$ cat config.mk
export PLATFORM = sky130hd
export DESIGN_NAME = mem_arbiter
export DESIGN_NICKNAME = d
export VERILOG_FILES = /design/src/rtl/mem_arbiter.sv
export SDC_FILE = /design/constraint.sdc
export NUM_CORES = 1
export LEC_CHECK = 0
export ABC_CLOCK_PERIOD_IN_PS = 1900
export BUFFER_PORTS_ARGS = -buffer_cell sky130_fd_sc_hd__buf_4
export CORE_UTILIZATION = 35
export CTS_CLUSTER_DIAMETER = 120
export DETAILED_ROUTE_END_ITERATION = 8
export GPL_TIMING_DRIVEN = 0
export SYNTH_ARGS = -nofsm -noshare
export SYNTH_HDL_FRONTEND = slang
export SYNTH_SLANG_ARGS = --single-unit
$ cat constraint.sdc
create_clock -name clk -period 1.9 [get_ports clk]
set_clock_uncertainty 0.05 [all_clocks]
set_input_delay 0.19 -clock clk [delete_from_list [all_inputs] [get_ports clk]]
set_output_delay 0.19 -clock clk [all_outputs]
set_load 0.01 [all_outputs]
$ cat src/rtl/mem_arbiter.sv
// Two-port (fetch / data) arbiter in front of a single unified memory port.
// Data wins ties unless the fetch side has been passed over STARVE_LIMIT times in a row.
module mem_arbiter #(
  parameter int unsigned STARVE_LIMIT = 2
) (
  input  logic        clk,
  input  logic        rst,
  input  logic        if_req,
  input  logic [31:0] if_addr,
  output logic [31:0] if_rdata,
  output logic        if_ready,
  input  logic        d_read_en,
  input  logic        d_write_en,
  input  logic [31:0] d_addr,
  input  logic [31:0] d_wdata,
  output logic [31:0] d_rdata,
  output logic        d_ready,
  output logic [31:0] mem_addr,
  output logic [31:0] mem_wdata,
  output logic        mem_rd,
  output logic        mem_wr,
  input  logic [31:0] mem_rdata,
  input  logic        mem_ack,
  output logic        busy
);

  typedef enum logic [2:0] {
    IDLE   = 3'd0,
    BUSY_I = 3'd1,
    BUSY_D = 3'd2,
    RESP_I = 3'd3,
    RESP_D = 3'd4
  } state_e;

  localparam logic [3:0] LIMIT = 4'(STARVE_LIMIT);

  state_e      state_q, state_d;
  logic [3:0]  starve_q, starve_d;
  logic [31:0] addr_q, addr_d;
  logic [31:0] wdata_q, wdata_d;
  logic [31:0] rdata_q, rdata_d;
  logic        write_q, write_d;
  logic        d_req;
  logic        fetch_starved;

  assign d_req         = d_read_en | d_write_en;
  assign fetch_starved = if_req && (starve_q == LIMIT);

  // NOTE: every output and next-state signal gets a default before the case so no path leaves it unassigned (no latches).
  always_comb begin
    state_d   = state_q;
    starve_d  = starve_q;
    addr_d    = addr_q;
    wdata_d   = wdata_q;
    rdata_d   = rdata_q;
    write_d   = write_q;
    mem_addr  = '0;
    mem_wdata = '0;
    mem_rd    = 1'b0;
    mem_wr    = 1'b0;
    if_ready  = 1'b0;
    if_rdata  = '0;
    d_ready   = 1'b0;
    d_rdata   = '0;

    case (state_q)
      IDLE: begin
        if (d_req && !fetch_starved) begin
          state_d  = BUSY_D;
          addr_d   = d_addr;
          write_d  = d_write_en;
          wdata_d  = d_write_en ? d_wdata : '0;
          // Count only data grants that actually made a fetch wait.
          if (!if_req)                starve_d = '0;
          else if (starve_q != LIMIT) starve_d = starve_q + 4'd1;
        end else if (if_req) begin
          state_d  = BUSY_I;
          addr_d   = if_addr;
          write_d  = 1'b0;
          wdata_d  = '0;
          starve_d = '0;
        end
      end
      BUSY_I: begin
        mem_addr  = addr_q;
        mem_wdata = wdata_q;
        mem_rd    = 1'b1;
        if (mem_ack) begin
          rdata_d = mem_rdata;
          state_d = RESP_I;
        end
      end
      BUSY_D: begin
        mem_addr  = addr_q;
        mem_wdata = wdata_q;
        mem_rd    = !write_q;
        mem_wr    = write_q;
        if (mem_ack) begin
          rdata_d = write_q ? '0 : mem_rdata;
          state_d = RESP_D;
        end
      end
      RESP_I: begin
        if_ready = 1'b1;
        if_rdata = rdata_q;
        rdata_d  = '0;
        state_d  = IDLE;
      end
      RESP_D: begin
        d_ready = 1'b1;
        d_rdata = rdata_q;
        rdata_d = '0;
        state_d = IDLE;
      end
      default: state_d = IDLE;
    endcase
  end

  assign busy = (state_q != IDLE);

  // NOTE: sequential state uses non-blocking assignments so all registers update together at the edge.
  always_ff @(posedge clk) begin
    if (rst) begin
      state_q  <= IDLE;
      starve_q <= '0;
      addr_q   <= '0;
      wdata_q  <= '0;
      rdata_q  <= '0;
      write_q  <= 1'b0;
    end else begin
      state_q  <= state_d;
      starve_q <= starve_d;
      addr_q   <= addr_d;
      wdata_q  <= wdata_d;
      rdata_q  <= rdata_d;
      write_q  <= write_d;
    end
  end

endmodule

==> flow_summary_export.csv, run 1 <==
group,metric,value,unit
synth,yosysWarnings,0,
worst_setup_path,path_class,"reg2out",
synth,synth_seq_area_share,0.414,
global_route,grt_pass1_vias,5254,
synth,synth_flop_cell,"dfxtp_1",
outcome,status,"finished clean",
global_route,grt_start_max_net_pins,18,
worst_setup_path,endpoint_kind,"primary output",
routing,firstDrtPassIters,4,
clock_tree,numCtsBuffers,9,
clock_tree,cts_tree,"built",
power,peakVddDrop,0.000387,V
die,rows,43,
synth,synth_edf_count,0,
worst_setup_path,cp_top_family,"buffers and inverters",
global_route,grt_use_met3,0.0660,
worst_setup_path,crit_arrival,1.63,ns
finish,syn_to_final_growth,57.5,%
sta,slew_headroom,0.669,
finish,final_util,0.568,
finish,diodes,0,
placement,port_buffers,266,
synth,synth_cell_types,38,
synth,yosysMostFrequentCell,"dfxtp_1",
synth,synthCells,632,
die,die_x,122,µm
sta,rsz0062_at_grt,"true",
synth,synth.avg_cell_area,7.95,µm²
sta,setup_viol,0,
worst_setup_path,critPathLaunchType,"flip-flop",
die,die_area,0.0148,mm²
finish,final_area,0.00791,mm²
sta,tns,0,ns
clock_tree,cts_buffer_depth,2,
worst_setup_path,cp_max_fo,10,
global_route,use_met2,0.397,
sta,max_freq,535,MHz
synth,yosysTopAreaCellShare,0.414,
routing,wl,17.2,mm
clock_tree,root_buffer,"clkbuf_16",
die,die_h,122,µm
placement,dpl_cell_area,0.00725,mm²
finish,drive_gt1_frac,0.377,
finish,nets,1057,
synth,ys_async_sr_fraction,0,
worst_setup_path,required,1.66,ns
global_route,antenna_found_initial,0,
sta,finalMaxSlewViolations,0,
global_route,grt.busiest_layer,"met2",
synth,syn_area,0.00502,mm²
synth,syn_nets,768,
sta,hold_viol_final,0,
die,coreArea,0.0139,mm²
clock_tree,htree_levels,3,
synth,synth_common_cells,"dfxtp_1 (104), nand2_1 (102), and2_1 (98)",
global_route,grt_use_met1,0.255,
routing,vias,5375,
routing,drc,0,
global_route,grt_overflow_total,0,
sta,post-route-min-period,1.87,ns
hold_path,whs_path_depth,3,
power,p_leak,3.92,nW
routing,wl_per_cell,15.5,µm
routing,first_iter_violations,281,
job,maxCapViolations,0,
synth,yosys_register_bits,104,
worst_setup_path,reg2reg_depth,7,
clock_tree,clk_pin_slew,0.07,ns
worst_setup_path,path_depth,7,
power,powerDensity,753,mW/mm²
synth,synthTopCellsByArea,"dfxtp_1 (41%), and2_1 (12%), nand2_1 (7.6%)",
routing,avgViaCountPerCell,4.86,
hold_path,hold_class,"in2reg",
clock_tree,clk_latency,0.35,ns
sta,tightest_slew,0.497,ns
clock_tree,clock-sinks,104,
worst_setup_path,cp_slowest_cell,"dfxtp_2",
die,start_util,0.361,
clock_tree,cts_hold_buf,0,
worst_setup_path,cpPeakStageDelay,0.32,ns
sta,timing.final.crit_share,0.985,
placement,dp_hpwl,13.0,mm
die,num_io_pins,267,
worst_setup_path,path_cells,"buf_6 > xnor2_4 > nor2_4 > buf_12 > clkbuf_8 > and2_1 > buf_4",
routing,drt.antenna.violating_nets,0,
global_route,groute.usage.overall,0.223,
worst_setup_path,cp_num_buf_inv,4,
synth,synth_top_area_cell,"dfxtp_1",
global_route,grt_pass1_wl,25.9,mm
placement,routabilityCongestion,0.813,
area by class of cell:
type                            instances  area [µm²]
Clock inverter                          6        91.3
Buffer                                 55         385
Clock buffer                           10         229
Sequential cell                       104        2090
Tap cell                              180         225
Timing Repair Buffer                  281        2140
Multi-Input combinational cell        467        2740
Inverter                                3        11.3
Fill cell                            1318        6020
placed cells by master (no fill, tap or decap), types with 32 or more instances in the layout:
cell,instances
and2_1,95
o21ai_0,34
nand2_1,102
mux2i_1,33
buf_4,278
a22oi_1,32
dfxtp_1,100
a21oi_1,69
nor2_1,36
and3_1,33
through the flow:
step	cells	power (mW)	worst slack (ns)	hold slack (ns)
after floorplan	632	3.22	0.269	0.274
after global placement	1078	3.80	-0.322	0.386
after detailed placement	1078	3.83	-0.326	0.397
after CTS	1103	5.96	0.00561	0.0235
after global routing	1106	6.25	-0.0496	0.0307
final	1106	5.96	0.0294	0.0356
worst register-to-register path: stages, from the launching register on:
cell and delay, ns:
dfxtp_4 0.39, nor2b_4 0.15, clkdlybuf4s15_2 0.23, buf_4 0.15, a211oi_4 0.31, buf_4 0.23, nand2_1 0.08, mux2i_1 0.14
power breakdown:
| group | leakage (nW) | internal (mW) | switching [mW] |
|---|---|---|---|
| clock network | 0.145 | 1.16 | 0.868 |
| logic | 2.91 | 0.715 | 0.713 |
| registers | 0.856 | 2.38 | 0.116 |
| total | 3.92 | 4.26 | 1.70 |
state kept, by name, summed over array words and instances, names as in the netlist:
name / cells
addr_q: 32
wdata_q: 32
write_q: 1
rdata_q: 32
starve_q: 4
state_q: 3
timing repair:
item                       in CTS  in global routing
cloned                          2                  2
pin swaps                       2                  3
setup endpoints to repair     128                165
buffers inserted                7                  4
gates resized for setup        45                 40
routing by layer:
| layer | share of wire | vias up |
|---|---|---|
| li1 | - | 2701 |
| met1 | 0.41 | 2465 |
| met2 | 0.49 | 193 |
| met3 | 0.087 | 16 |
| met4 | 0.014 | 0 |
| met5 | 0 | - |
cells by family (layout without fill, tap and decap cells):
family,count (synthesis),in the layout,synth area share
muxes,33,33,0.0657
adders and majority gates,2,2,0.00498
AOI/OAI and AO/OA,142,142,0.163
DFF,104,104,0.414
and+or+nand+nor,289,289,0.298
buffers and inverters,61,355,0.0525
xor gates and xnor gates,1,1,0.00174
worst paths after layout:
path / to / startpoint / slack [ns]
hold reg to reg: rdata_q[11] / rdata_q[11] / 0.43
setup / recovery: mem_addr[7] / state_q[0] / 0.03
hold / removal: addr_q[25] / if_addr[25] / 0.04
setup reg to reg: rdata_q[21] / state_q[1] / 0.09
Power figures use the tool's default switching activity.
==> run 2: changes to the inputs <==
- ABC_AREA: unset -> 1
==> flow_summary_export.csv, run 2 <==
group,metric,value,unit
global_route,grt_pass1_vias,6160,
sta,hold_viol_final,0,
worst_setup_path,cp_top_family,"simple AND/OR/NAND/NOR gates",
worst_setup_path,reg2reg_to,"wdata_q[27]",
worst_setup_path,cp_num_buf_inv,3,
outcome,status,"finished clean",
synth,synth.avg_cell_area,5.82,µm²
die,coreArea,0.0166,mm²
synth,synth_top_area_cell,"dfxtp_1",
sta,setup_viol,0,
die,die_x,132,µm
die,num_io_pins,267,
routing,avgViaCountPerCell,4.51,
synth,ys_async_sr_fraction,0,
worst_setup_path,cp_max_fo,10,
routing,vias,6877,
global_route,grt_overflow_total,0,
sta,rsz0062_at_grt,"true",
power,p_leak,4.47,nW
clock_tree,clk_latency,0.35,ns
synth,synth_edf_count,0,
placement,routabilityCongestion,0.809,
finish,syn_to_final_growth,45.9,%
placement,port_buffers,265,
power,powerDensity,1370,mW/mm²
clock_tree,cts_buffer_depth,2,
synth,yosys_register_bits,104,
routing,firstDrtPassIters,5,
clock_tree,root_buffer,"clkbuf_16",
worst_setup_path,cp_slowest_cell,"dfxtp_2",
finish,final_common_cell,"buf_4",
clock_tree,clock-sinks,104,
global_route,antenna_found_initial,0,
die,die_h,132,µm
hold_path,hp-start,"d_wdata[8]",
die,start_util,0.358,
worst_setup_path,cpPeakStageDelay,0.37,ns
power,peakVddDrop,0.000594,V
global_route,grt_start_max_net_pins,18,
worst_setup_path,worstReg2RegStart,"starve_q[0]",
sta,tightest_slew,0.602,ns
worst_setup_path,path_cells,"nor2_2 > nand2_2 > nand2_4 > inv_6 > buf_4 > nor2_1 > buf_4",
sta,finalMaxSlewViolations,0,
finish,layout_common_cells,"buf_4 (286), nor2_1 (231), nand2_1 (182), inv_1 (173), nand3_1 (134)",
synth,synthTopCellsByArea,"dfxtp_1 (35%), nor2_1 (15%), nand2_1 (12%)",
sta,tns,0,ns
sta,whs,0.0477,ns
synth,synth_seq_area_share,0.350,
finish,diodes,0,
synth,synth_common_cells,"nor2_1 (234), nand2_1 (184), inv_1 (174)",
synth,synthCells,1021,
routing,first_iter_violations,334,
worst_setup_path,critPathLaunchType,"flip-flop",
sta,slew_headroom,0.599,
finish,nets,1435,
global_route,groute.usage.overall,0.217,
sta,timing.final.crit_share,0.974,
worst_setup_path,path_class,"reg2out",
job,maxCapViolations,0,
worst_setup_path,endpoint_kind,"primary output",
finish,final_area,0.00867,mm²
routing,wl,19.4,mm
synth,yosysMostFrequentCell,"nor2_1",
clock_tree,numCtsBuffers,9,
sta,max_freq,541,MHz
synth,yosysTopAreaCellShare,0.350,
die,die_area,0.0175,mm²
finish,top_regs,"addr_q (32), rdata_q (32), wdata_q (32)",
worst_setup_path,reg2reg_slack,0.23,ns
synth,synth_flop_cell,"dfxtp_1",
worst_setup_path,cp_common_cell,"buf_4",
routing,wl_per_cell,12.7,µm
placement,dp_hpwl,15.0,mm
worst_setup_path,crit_arrival,1.61,ns
clock_tree,cts_tree,"built",
clock_tree,htree_levels,3,
clock_tree,clk_pin_slew,0.08,ns
clock_tree,cts_hold_buf,0,
synth,syn_area,0.00594,mm²
synth,synth_cell_types,18,
hold_path,whs_path_depth,3,
finish,drive_gt1_frac,0.272,
die,rows,47,
finish,fill_cells,1788,
synth,syn_nets,1157,
synth,yosysWarnings,0,
hold_path,holdPathEnd,"wdata_q[8]",
hold_path,hold_class,"in2reg",
routing,drt.antenna.violating_nets,0,
worst_setup_path,crit_start,"state_q[1]",
routing,drc,0,
sta,post-route-min-period,1.85,ns
worst_setup_path,required,1.66,ns
global_route,grt_pass1_wl,30.6,mm
worst_setup_path,reg2reg_depth,10,
placement,dpl_cell_area,0.00821,mm²
## run 2: timing repair
item,4_1_cts,5_1_grt
resized for setup,20,31
hold endpoints to repair,0,0
pin swaps,0,3
setup buffers,1,2
setup endpoints to repair,150,184
## run 2: final cells by class
class / count / area, µm² / share of cell area
Inverter: 179 / 677 / 0.0781
Clock inverter: 6 / 92.6 / 0.0107
Multi-Input combinational cell: 669 / 2910 / 0.335
Tap cell: 220 / 275 / 0.0318
Buffer: 68 / 390 / 0.0450
Sequential cell: 104 / 2090 / 0.241
Timing Repair Buffer: 268 / 2010 / 0.232
Clock buffer: 10 / 229 / 0.0264
## run 2: power breakdown
group | leakage [nW] | internal, mW | switching [mW]
clock network | 0.149 | 1.16 | 0.878
registers | 0.857 | 2.88 | 0.279
logic | 3.46 | 2.48 | 4.17
## run 2: worst max path at each step
stage	to	slack [ns]	depth (start not counted)
2_1_floorplan	wdata_q[10]	0.38	10
3_3_place_gp	wdata_q[30]	-0.05	10
3_5_place_dp	wdata_q[0]	-0.06	10
4_1_cts	mem_addr[23]	-0.05	7
5_1_grt	mem_addr[23]	-0.04	7
6_report	mem_addr[23]	0.05	7
## run 2: logic make-up after synthesis
kind of cell	count (synthesis)	share of synthesized area
AO/OA/AOI/OAI	104	0.0876
adder cells (fa/ha/maj)	2	0.00421
buffers and inverters	248	0.170
flip-flops	104	0.350
AND/OR/NAND/NOR	563	0.388
## run 2: worst register-to-register path, delay by kind of cell, from the launching register on
| kind | cells | cell delay, ns |
|---|---|---|
| compound gates | 1 | 0.12 |
| fa+ha+maj | 1 | 0.20 |
| buf+inv | 3 | 0.29 |
| flops | 1 | 0.36 |
| simple gates | 5 | 0.59 |
## run 2: through the flow
step	setup slack, ns	std cells	util	power [mW]
2_1_floorplan	0.381	1021	-	7.53
3_3_place_gp	-0.0454	1506	0.495	9.61
3_5_place_dp	-0.0614	1506	0.495	9.64
4_1_cts	-0.0489	1523	0.518	11.8
5_1_grt	-0.0398	1524	0.523	12.9
6_report	0.0499	1524	0.523	11.8
## run 2: layer usage
metal | vias to the layer above | global-route usage | routed length (µm) | part of all wire
li1 | 3636 | - | - | -
met1 | 3030 | 0.274 | 8720 | 0.45
met2 | 195 | 0.371 | 9240 | 0.48
met3 | 16 | 0.0454 | 1220 | 0.063
met4 | 0 | 0.0626 | 246 | 0.013
met5 | - | 0 | 0 | 0
==> run 3: changes to the inputs <==
- PLACE_DENSITY: unset -> 0.65
==> flow_summary_export.csv, run 3 (synthesis results as in run 2) <==
group,metric,value,unit
worst_setup_path,required,1.66,ns
finish,nets,1436,
power,power.total,11.8,mW
sta,hold_viol_final,0,
worst_setup_path,crit_arrival,1.58,ns
global_route,grt_pass1_wl,31.3,mm
sta,post-route-min-period,1.82,ns
finish,final_common_cell,"buf_4",
sta,finalMaxSlewViolations,0,
clock_tree,root_buffer,"clkbuf_16",
die,start_util,0.358,
finish,stdcell_count,1524,
global_route,grt_use_met3,0.0542,
worst_setup_path,endpoint_kind,"primary output",
global_route,use_met2,0.377,
die,coreArea,0.0166,mm²
placement,dp.cells,1506,
die,die_area,0.0175,mm²
routing,avgViaCountPerCell,4.54,
placement,port_buffers,265,
die,die_x,132,µm
worst_setup_path,path_class,"reg2out",
placement,place_ws,-0.0907,ns
worst_setup_path,cp_max_fo,10,
routing,drt.antenna.violating_nets,0,
clock_tree,clock-sinks,104,
placement,routabilityCongestion,0.857,
outcome,status,"finished clean",
sta,setup_ws,0.0784,ns
sta,slew_headroom,0.607,
sta,max_freq,549,MHz
clock_tree,clk_latency,0.36,ns
global_route,groute.usage.overall,0.221,
finish,top_regs,"addr_q (32), rdata_q (32), wdata_q (32)",
routing,vias,6918,
placement,dp_hpwl,15.2,mm
global_route,grt.busiest_layer,"met2",
clock_tree,numCtsBuffers,9,
sta,whs,0.0473,ns
finish,layout_common_cells,"buf_4 (290), nor2_1 (227), nand2_1 (181), inv_1 (171), nand3_1 (134)",
die,num_io_pins,267,
finish,syn_to_final_growth,45.8,%
global_route,antenna_found_initial,0,
routing,firstDrtPassIters,5,
sta,rsz0062_at_grt,"true",
job,maxCapViolations,0,
global_route,grt_start_max_net_pins,19,
power,peakVddDrop,0.000736,V
clock_tree,cts_tree,"built",
routing,drc,0,
clock_tree,htree_levels,3,
clock_tree,cts_buffer_depth,2,
finish,drive_gt1_frac,0.279,
die,die_h,132,µm
sta,timing.final.crit_share,0.959,
routing,wl,19.6,mm
power,powerDensity,1360,mW/mm²
global_route,grt_overflow_total,0,
global_route,grt_pass1_vias,6415,
global_route,grt_use_met1,0.272,
sta,setup_viol,0,
worst_setup_path,critPathLaunchType,"flip-flop",
hold_path,hold_class,"in2reg",
sta,tightest_slew,0.590,ns
power,p_leak,4.47,nW
routing,first_iter_violations,449,
finish,diodes,0,
die,rows,47,
routing,wl_per_cell,12.9,µm
finish,final_util,0.523,
clock_tree,clk_pin_slew,0.08,ns
## run 3: cell types whose count changed in the layout (fill, tap and decap cells not counted), moves of 2 or more
cell    change
nor2_1      -4
buf_4       +4
inv_1       -2
inv_2       +2
nor2_2      +3
buf_6       -2
## run 3: path summary, 6_finish.rpt
check | cells after the start | end | slack [ns] | start
setup reg to reg | 10 | wdata_q[30] | 0.16 | starve_q[0]
hold / removal | 3 | wdata_q[3] | 0.05 | d_wdata[3]
hold reg to reg | 2 | wdata_q[27] | 0.42 | wdata_q[27]
setup / recovery | 7 | mem_addr[30] | 0.08 | state_q[1]
## run 3: through the flow
step / setup TNS, ns / instance area, µm²
finish: 0 / 8670
global route: -0.0190 / 8670
CTS: 0 / 8590
detailed placement: -1.63 / 8210
global placement: -1.25 / 8210
floorplan: 0 / 5940
## run 3: layout make-up
| cell class | instances | area [µm²] |
|---|---|---|
| clock inverters | 6 | 75.1 |
| fillers | 1813 | 7920 |
| flip-flops and latches | 104 | 2090 |
| multi-input cells | 669 | 2930 |
| well taps | 220 | 275 |
| repair buffers | 269 | 2020 |
| clock buffers | 9 | 225 |
| plain buffers | 68 | 384 |
| inverters | 179 | 677 |
## run 3: per-layer routing
layer	wire length, µm	up-vias	part of all wire
li1	-	3633	-
met1	8590	3041	0.44
met2	9250	221	0.47
met3	1420	23	0.072
met4	371	0	0.019
met5	0	-	0
## run 3: worst max-delay path: stages, from the launching register on
cell and delay (ns):
dfxtp_2 0.44, nor2_2 0.07, nand2_2 0.11, nand2_4 0.07, inv_6 0.12, buf_4 0.20, nor2_1 0.07, buf_4 0.14
## run 3: what timing repair did
item                       CTS  global route
setup endpoints to repair  150           165
pin swaps                    1             2
hold endpoints to repair     0             0
buffers inserted             1             3
hold buffers                 0             0
gates resized for setup     32            25
## run 3: power breakdown
| group | switching, mW | internal [mW] | total (mW) |
|---|---|---|---|
| sequential | 0.297 | 2.88 | 3.18 |
| combinational | 4.21 | 2.49 | 6.71 |
| clock | 0.903 | 1.04 | 1.94 |
